`config.mk`:
```
export PLATFORM = sky130hd
export DESIGN_NAME = f2h_axi_req_arbiter
export DESIGN_NICKNAME = d
export VERILOG_FILES = /design/src/rtl/f2h_axi_req_arbiter.sv
export SDC_FILE = /design/constraint.sdc
export NUM_CORES = 1
export LEC_CHECK = 0
export CAP_MARGIN = 20
export CORE_AREA = 2 2 160 162
export DETAILED_ROUTE_END_ITERATION = 6
export DIE_AREA = 0 0 162 164
export GPL_ROUTABILITY_DRIVEN = 0
export REMOVE_ABC_BUFFERS = 1
export SETUP_SLACK_MARGIN = 0.5
export SYNTH_ARGS = -nofsm -noshare
export SYNTH_HDL_FRONTEND = slang
export SYNTH_SLANG_ARGS = --single-unit
```
`constraint.sdc`:
```
create_clock -name clk -period 1.8 [get_ports clk]
set_input_delay 0.27 -clock clk [delete_from_list [all_inputs] [get_ports clk]]
set_output_delay 0.27 -clock clk [all_outputs]
set_load 0.005 [all_outputs]
```
`src/rtl/f2h_axi_req_arbiter.sv`:
```
// f2h_axi_req_arbiter: round-robin sharing of the HPS F2H AXI3 slave port, one single-beat access at a time
module f2h_axi_req_arbiter #(
  parameter int         NUM_REQ     = 2,
  parameter logic [7:0] AXI_ID_BASE = 8'h00,
  parameter logic [3:0] AXCACHE     = 4'h0,
  parameter logic [2:0] AXPROT      = 3'h0,
  parameter logic [4:0] AXUSER      = 5'h00
) (
  input  logic                 clk,
  input  logic                 reset_n,
  input  logic [NUM_REQ-1:0]    req_valid,
  input  logic [NUM_REQ-1:0]    req_write,
  input  logic [NUM_REQ*32-1:0] req_addr,
  input  logic [NUM_REQ*32-1:0] req_wdata,
  input  logic [NUM_REQ*4-1:0]  req_wstrb,
  output logic [NUM_REQ-1:0]    req_ready,
  output logic [NUM_REQ-1:0]    rsp_valid,
  output logic [31:0]           rsp_rdata,
  output logic [1:0]            rsp_resp,
  output logic [7:0]            axi_awid,
  output logic [31:0]           axi_awaddr,
  output logic [3:0]            axi_awlen,
  output logic [2:0]            axi_awsize,
  output logic [1:0]            axi_awburst,
  output logic [1:0]            axi_awlock,
  output logic [3:0]            axi_awcache,
  output logic [2:0]            axi_awprot,
  output logic [4:0]            axi_awuser,
  output logic                  axi_awvalid,
  input  logic                  axi_awready,
  output logic [7:0]            axi_wid,
  output logic [31:0]           axi_wdata,
  output logic [3:0]            axi_wstrb,
  output logic                  axi_wlast,
  output logic                  axi_wvalid,
  input  logic                  axi_wready,
  input  logic [7:0]            axi_bid,
  input  logic [1:0]            axi_bresp,
  input  logic                  axi_bvalid,
  output logic                  axi_bready,
  output logic [7:0]            axi_arid,
  output logic [31:0]           axi_araddr,
  output logic [3:0]            axi_arlen,
  output logic [2:0]            axi_arsize,
  output logic [1:0]            axi_arburst,
  output logic [1:0]            axi_arlock,
  output logic [3:0]            axi_arcache,
  output logic [2:0]            axi_arprot,
  output logic [4:0]            axi_aruser,
  output logic                  axi_arvalid,
  input  logic                  axi_arready,
  input  logic [7:0]            axi_rid,
  input  logic [31:0]           axi_rdata,
  input  logic [1:0]            axi_rresp,
  input  logic                  axi_rlast,
  input  logic                  axi_rvalid,
  output logic                  axi_rready
);
  localparam int IW = (NUM_REQ > 1) ? $clog2(NUM_REQ) : 1;
  typedef enum logic [2:0] {IDLE, WR_AW_W, WR_B, RD_AR, RD_R, RSP} state_t;
  state_t state, next_state;
  logic [IW-1:0] ptr, pick, idx;
  logic found, aw_done, w_done;
  logic [31:0] addr_q, wdata_q;
  logic [3:0] wstrb_q;
  logic [7:0] id;
  assign id = AXI_ID_BASE | 8'(ptr);
  assign axi_awid = id;
  assign axi_wid = id;
  assign axi_arid = id;
  assign axi_awaddr = addr_q;
  assign axi_araddr = addr_q;
  assign axi_wdata = wdata_q;
  assign axi_wstrb = wstrb_q;
  assign axi_wlast = 1'b1;
  assign axi_awlen = 4'h0;
  assign axi_arlen = 4'h0;
  assign axi_awsize = 3'b010;
  assign axi_arsize = 3'b010;
  assign axi_awburst = 2'b01;
  assign axi_arburst = 2'b01;
  assign axi_awlock = 2'b00;
  assign axi_arlock = 2'b00;
  assign axi_awcache = AXCACHE;
  assign axi_arcache = AXCACHE;
  assign axi_awprot = AXPROT;
  assign axi_arprot = AXPROT;
  assign axi_awuser = AXUSER;
  assign axi_aruser = AXUSER;
  // round-robin search from ptr+1; scanning downward lets the nearest requester win
  always_comb begin
    pick = '0;
    idx = '0;
    found = 1'b0;
    for (int i = NUM_REQ; i >= 1; i--) begin
      idx = IW'((int'(ptr) + i) % NUM_REQ);
      if (req_valid[idx]) begin
        pick = idx;
        found = 1'b1;
      end
    end
  end
  // state register
  always_ff @(posedge clk or negedge reset_n)
    if (!reset_n) state <= IDLE;
    else state <= next_state;
  // next state and handshake outputs, all decoded from the current state
  always_comb begin
    next_state = state;
    req_ready = '0;
    rsp_valid = '0;
    axi_awvalid = 1'b0;
    axi_wvalid = 1'b0;
    axi_bready = 1'b0;
    axi_arvalid = 1'b0;
    axi_rready = 1'b0;
    case (state)
      IDLE: if (found) begin
        req_ready = NUM_REQ'(1) << pick;
        next_state = req_write[pick] ? WR_AW_W : RD_AR;
      end
      WR_AW_W: begin
        axi_awvalid = !aw_done;
        axi_wvalid = !w_done;
        if ((aw_done || axi_awready) && (w_done || axi_wready)) next_state = WR_B;
      end
      WR_B: begin
        axi_bready = 1'b1;
        if (axi_bvalid) next_state = RSP;
      end
      RD_AR: begin
        axi_arvalid = 1'b1;
        if (axi_arready) next_state = RD_R;
      end
      RD_R: begin
        axi_rready = 1'b1;
        if (axi_rvalid) next_state = RSP;
      end
      RSP: begin
        rsp_valid = NUM_REQ'(1) << ptr;
        next_state = IDLE;
      end
      default: next_state = IDLE;
    endcase
  end
  // request latch, split AW/W tracking and response capture with ID/rlast checking
  always_ff @(posedge clk or negedge reset_n)
    if (!reset_n) begin
      ptr <= IW'(NUM_REQ - 1);
      addr_q <= '0;
      wdata_q <= '0;
      wstrb_q <= '0;
      aw_done <= 1'b0;
      w_done <= 1'b0;
      rsp_rdata <= '0;
      rsp_resp <= '0;
    end else begin
      if (state == IDLE && found) begin
        ptr <= pick;
        addr_q <= req_addr[pick*32 +: 32];
        wdata_q <= req_wdata[pick*32 +: 32];
        wstrb_q <= req_wstrb[pick*4 +: 4];
        aw_done <= 1'b0;
        w_done <= 1'b0;
      end
      if (state == WR_AW_W) begin
        aw_done <= aw_done | axi_awready;
        w_done <= w_done | axi_wready;
      end
      if (state == WR_B && axi_bvalid) rsp_resp <= (axi_bid != id) ? 2'b10 : axi_bresp;
      if (state == RD_R && axi_rvalid) begin
        rsp_rdata <= axi_rdata;
        rsp_resp <= (axi_rid != id || !axi_rlast) ? 2'b10 : axi_rresp;
      end
    end
endmodule

```
=== Yosys cells after proc, flatten, opt, wreduce, memory -nomap -nowiden ===
Cells that the tools add are included.
W data, S select, Z words.

* Bits of input ports: 200
* Word-level logic and storage cells: 79
* Register bits after elaboration: 108
* Output and inout bits: 214

* $lt $le $gt $ge: 3
* $add $sub $neg: 2
* Shifts and indexed selects: 5
* Multiplexer cells: 32
* Equality and inequality tests: 12
* Bitwise operators: 2
* Reductions and logical operators: 14

{| class="wikitable"
|+ Operators by type and width
! kind !! number
|-
| $shiftx A64 B7 Y32 || 2
|-
| $mux W1 || 18
|-
| $mux W2 || 8
|-
| $ne A8 B1 Y1 || 2
|-
| $mux W3 || 5
|-
| $pmux W3 S5 || 1
|-
| $ne A2 B2 Y1 const B || 5
|-
| $shiftx A8 B4 Y4 || 1
|-
| $eq A3 B2 Y1 const B || 2
|-
| $eq A3 B3 Y1 const B || 2
|-
| $lt A1 B2 Y1 const B || 3
|-
| $reduce_and A5 Y1 || 1
|-
| $logic_and A1 B1 Y1 || 4
|-
| $reduce_bool A2 Y1 || 2
|-
| $shl A1 B1 Y2 const A || 2
|-
| $eq A3 B1 Y1 const B || 1
|-
| $logic_not A1 Y1 || 3
|-
| $logic_not A3 Y1 || 1
|-
| $logic_or A1 B1 Y1 || 3
|-
| $add A1 B1 Y1 const B || 2
|-
| $or A1 B1 Y1 || 2
|}

=== Longest topological paths before layout ===
* Depth in word-level cells: 10
* Gate-level depth with buffers: 7
* Gate-level depth less buffers: 4

=== Worst setup path after synthesis ===
Ideal clock, no wire load.

* Path kind: register to register
* Start point: register state[1]
* End point: register rsp_rdata[10]
* Stages on the path, launching flop included: 7
* Required time: 1.675 ns
* Arrival: 1.487 ns
* Period minus slack after synthesis: 1.612 ns
* Setup slack: 0.188 ns
* Library setup time: 0.125 ns
* Buffers on the path: 3
* Cell sequence: dfrtp_1 > buf_2 > nor2_1 > and3_1 > buf_2 > buf_6 > mux2_2

* Word-level cells in the longest chain between the ends: 2

{| class="wikitable"
|+ RTL lines
! element !! RTL line !! source
|-
| from (decl) || 61 || <nowiki>state_t state, next_state;</nowiki>
|-
| from (signal assigned) || 106 || <nowiki>else state <= next_state;</nowiki>
|-
| $eq A3 B3 Y1 || 171 || <nowiki>if (state == RD_R && axi_rvalid) begin</nowiki>
|-
| $logic_and A1 B1 Y1 || 171 ||
|-
| to (signal assigned) || 172 || <nowiki>rsp_rdata <= axi_rdata;</nowiki>
|-
| to (decl) || 18 || <nowiki>output logic [31:0] rsp_rdata,</nowiki>
|}

No other way between the ends.
A chain may end at the register's enable or synchronous reset.

=== Worst setup path after layout ===
* Start point: register state[2]
* End point: output port axi_awvalid

* Word-level cells in the longest chain between the ends: 2

{| class="wikitable"
|+ RTL lines
! element !! RTL line !! source
|-
| $eq A3 B1 Y1 || 117 || <nowiki>case (state)</nowiki>
|-
| $mux W1 || 117 ||
|-
| to (decl) || 29 || <nowiki>output logic axi_awvalid,</nowiki>
|}

No other way between the ends.

==> run metrics <==
# rows 58; fmax 549 MHz; crit share post-route 1.01; Post-synth EDFFs 0; dpl cells 1098; Final Hold Fails 2; most numerous cell in the Yosys netlist dfrtp_1; hold_ws -0.0114 ns; pre-CTS WS -0.293 ns; Critical Path End Type primary output; Routed Antenna Nets 0; crit path DAT 1.55 ns; Worst path top cell family by delay simple AND/OR/NAND/NOR gates; RSZ-0062 raised after global routing yes; # fillers 2364; R2R cell count 8; share of layout cells above drive strength 1 0.270; Remaining DRCs 0; CTS Hold Bufs 0; clock buffer count from CTS 9; area occupied by multi-input gates 0.00248 sq mm; PD cells 1440 mW/mm^2; synthesized flop and latch total 108; WL per Instance 17.6 microns; Critical Path Stages 4; outcome complete, but fails checks; crit path kind flop to primary output; Peak VDD IR 0.551 mV; Area Overhead vs Synth 92.0%; final instance area 0.0106 sq mm; setup ws final -0.0230 ns; Post-Route Setup TNS -0.0230 ns; CTS root buf clkbuf_16; clk sinks 108; non-filler instance count after layout 1168; Clock Pin Slew Worst Setup and Hold Paths 0.08 ns; maxcap violations 0; CP Max Fanout 3; top cell type's share of synthesized area 0.486; Detailed Place HPWL 13.1 mm; violations in the final reports negative hold slack, negative setup slack; die span in x 162 microns; sequential area share after synthesis 0.491; gr usage total 0.144; TritonCTS clock tree yes; port bufs 345; worst min-delay path class input port to asynchronous set/reset pin; initial antenna violation count 0; final worst path period need 1.82 ns; actual slew at the worst max-slew pin 0.636 ns; Avg Cell Area, Syn 11.8 sq um; Iter 0 DRT Violations 181; largest net degree at the start of global routing 109; via/cell ratio 4.19; pins over their slew limit 0; Crit-path slowest cell dfrtp_1; Clock Latency Late Sink 0.35 ns; gr ovfl total 0; Initial Util 0.222; Most used DFF post-synth dfrtp_1; skew final 0.0137 ns; vias in the first global route 5085; Buffers & Inverters on Critical Path 2; vias after detailed routing 4890; Post-DP Area 0.00885 sq mm; antenna cell count 0; cell taking the most area after synthesis dfrtp_1; CTS H-Tree Depth 3; count of different cell masters after synthesis 39; max incr delay on CP 0.43 ns; die area 0.0266 sq mm; CP Launch Type flop; critical-path cell list buf_6 > or3_4 > nor2_2 > buf_2; mapped cell area 0.00551 sq mm; fin util 0.426; first-pass GRT wire length 29.4 mm; relative slew slack 0.576; critical path required time 1.53 ns; FF/Latch Area 0.00271 sq mm; Clock Path Buffers 2; Post-synth ARST share 1.00; Lkg Pwr 6.03 nW; Synth top cells by count dfrtp_1, buf_4, and2_1, a221o_1, mux2_2; Synth area leaders dfrtp_1, buf_4, a221o_1; I/O Pins 414; endpoints failing setup 1; TritonRoute pass-1 iters 4; synth warn 0; core area 0.0248 sq mm; cell count after synthesis 468; Routed Wire Length 20.6 mm; final total power 15.2 mW; NumNets Final 1033; die height 164 microns
kinds of logic (layout without fill, tap and decap cells):
kind of cell    after synthesis  in the layout  share of synthesized area
compound gates               87             87                      0.146
xor+xnor                      2              2                    0.00318
other cells                   2             68                    0.00136
flops                       108            108                      0.491
mux                          33             33                     0.0673
buf+inv                     135            439                      0.179
simple gates                101            101                      0.112
state kept, by name (all words and copies together), names as in the netlist:
register    flops
axi_araddr     32
axi_wdata      32
rsp_rdata      32
axi_wstrb       4
state           3
rsp_resp        2
aw_done         1
ptr             1
w_done          1
final timing paths:
kind / startpoint / endpoint / slack [ns]
hold reg to reg: rsp_rdata[8] / rsp_rdata[8] / 0.50
hold / removal: reset_n / rsp_rdata[17] / -0.01
setup / recovery: state[2] / axi_awvalid / -0.02
setup reg to reg: state[0] / rsp_rdata[10] / 0.01
max in group asynchronous: reset_n / axi_araddr[18] / 1.30
min in group clk: rsp_rdata[8] / rsp_rdata[8] / 0.50
area by class of cell:
type                    count  area share
well taps                 330      0.0391
flip-flops and latches    108       0.256
clock inverters             7     0.00769
multi-input cells         291       0.234
clock buffers               9      0.0213
repair buffers            420       0.440
inverters                   3     0.00107
cell usage in the layout, fill, tap and decap left out, drive strengths merged, types with 2 or more instances in the layout:
master,synthesis,final
a21oi,5,5
o22ai,2,2
clkbuf,12,11
nor3,3,3
a211o,2,2
dfrtp,107,107
inv,3,6
and2,70,70
o21ai,6,6
xnor2,2,2
clkinv,0,3
nor4b,2,2
nor2,12,12
nor3b,2,2
nor2b,2,2
dlymetal6s2s,0,132
clkdlybuf4s50,0,198
nor4,2,2
buf,120,88
mux2,32,32
conb,2,68
a221o,68,68
power breakdown:
part	internal, mW	switching, mW
logic	5.82	2.91
registers	3.60	0.761
clock network	1.11	1.02
timing repair:
| item | 4_1_cts | 5_1_grt |
|---|---|---|
| pin swaps | 26 | 11 |
| cloned | 5 | 3 |
| endpoints found under the setup margin | 253 | 254 |
| setup buffers | 27 | 19 |
| gates resized for setup | 181 | 178 |
metal layers:
| layer | GRT usage | wire length (microns) |
|---|---|---|
| met5 | 0 | 0 |
| met1 | 0.173 | 8240 |
| met4 | 0.0233 | 104 |
| met3 | 0.0503 | 1750 |
| met2 | 0.254 | 10500 |
Note: power is estimated with default switching activity, not from simulation.
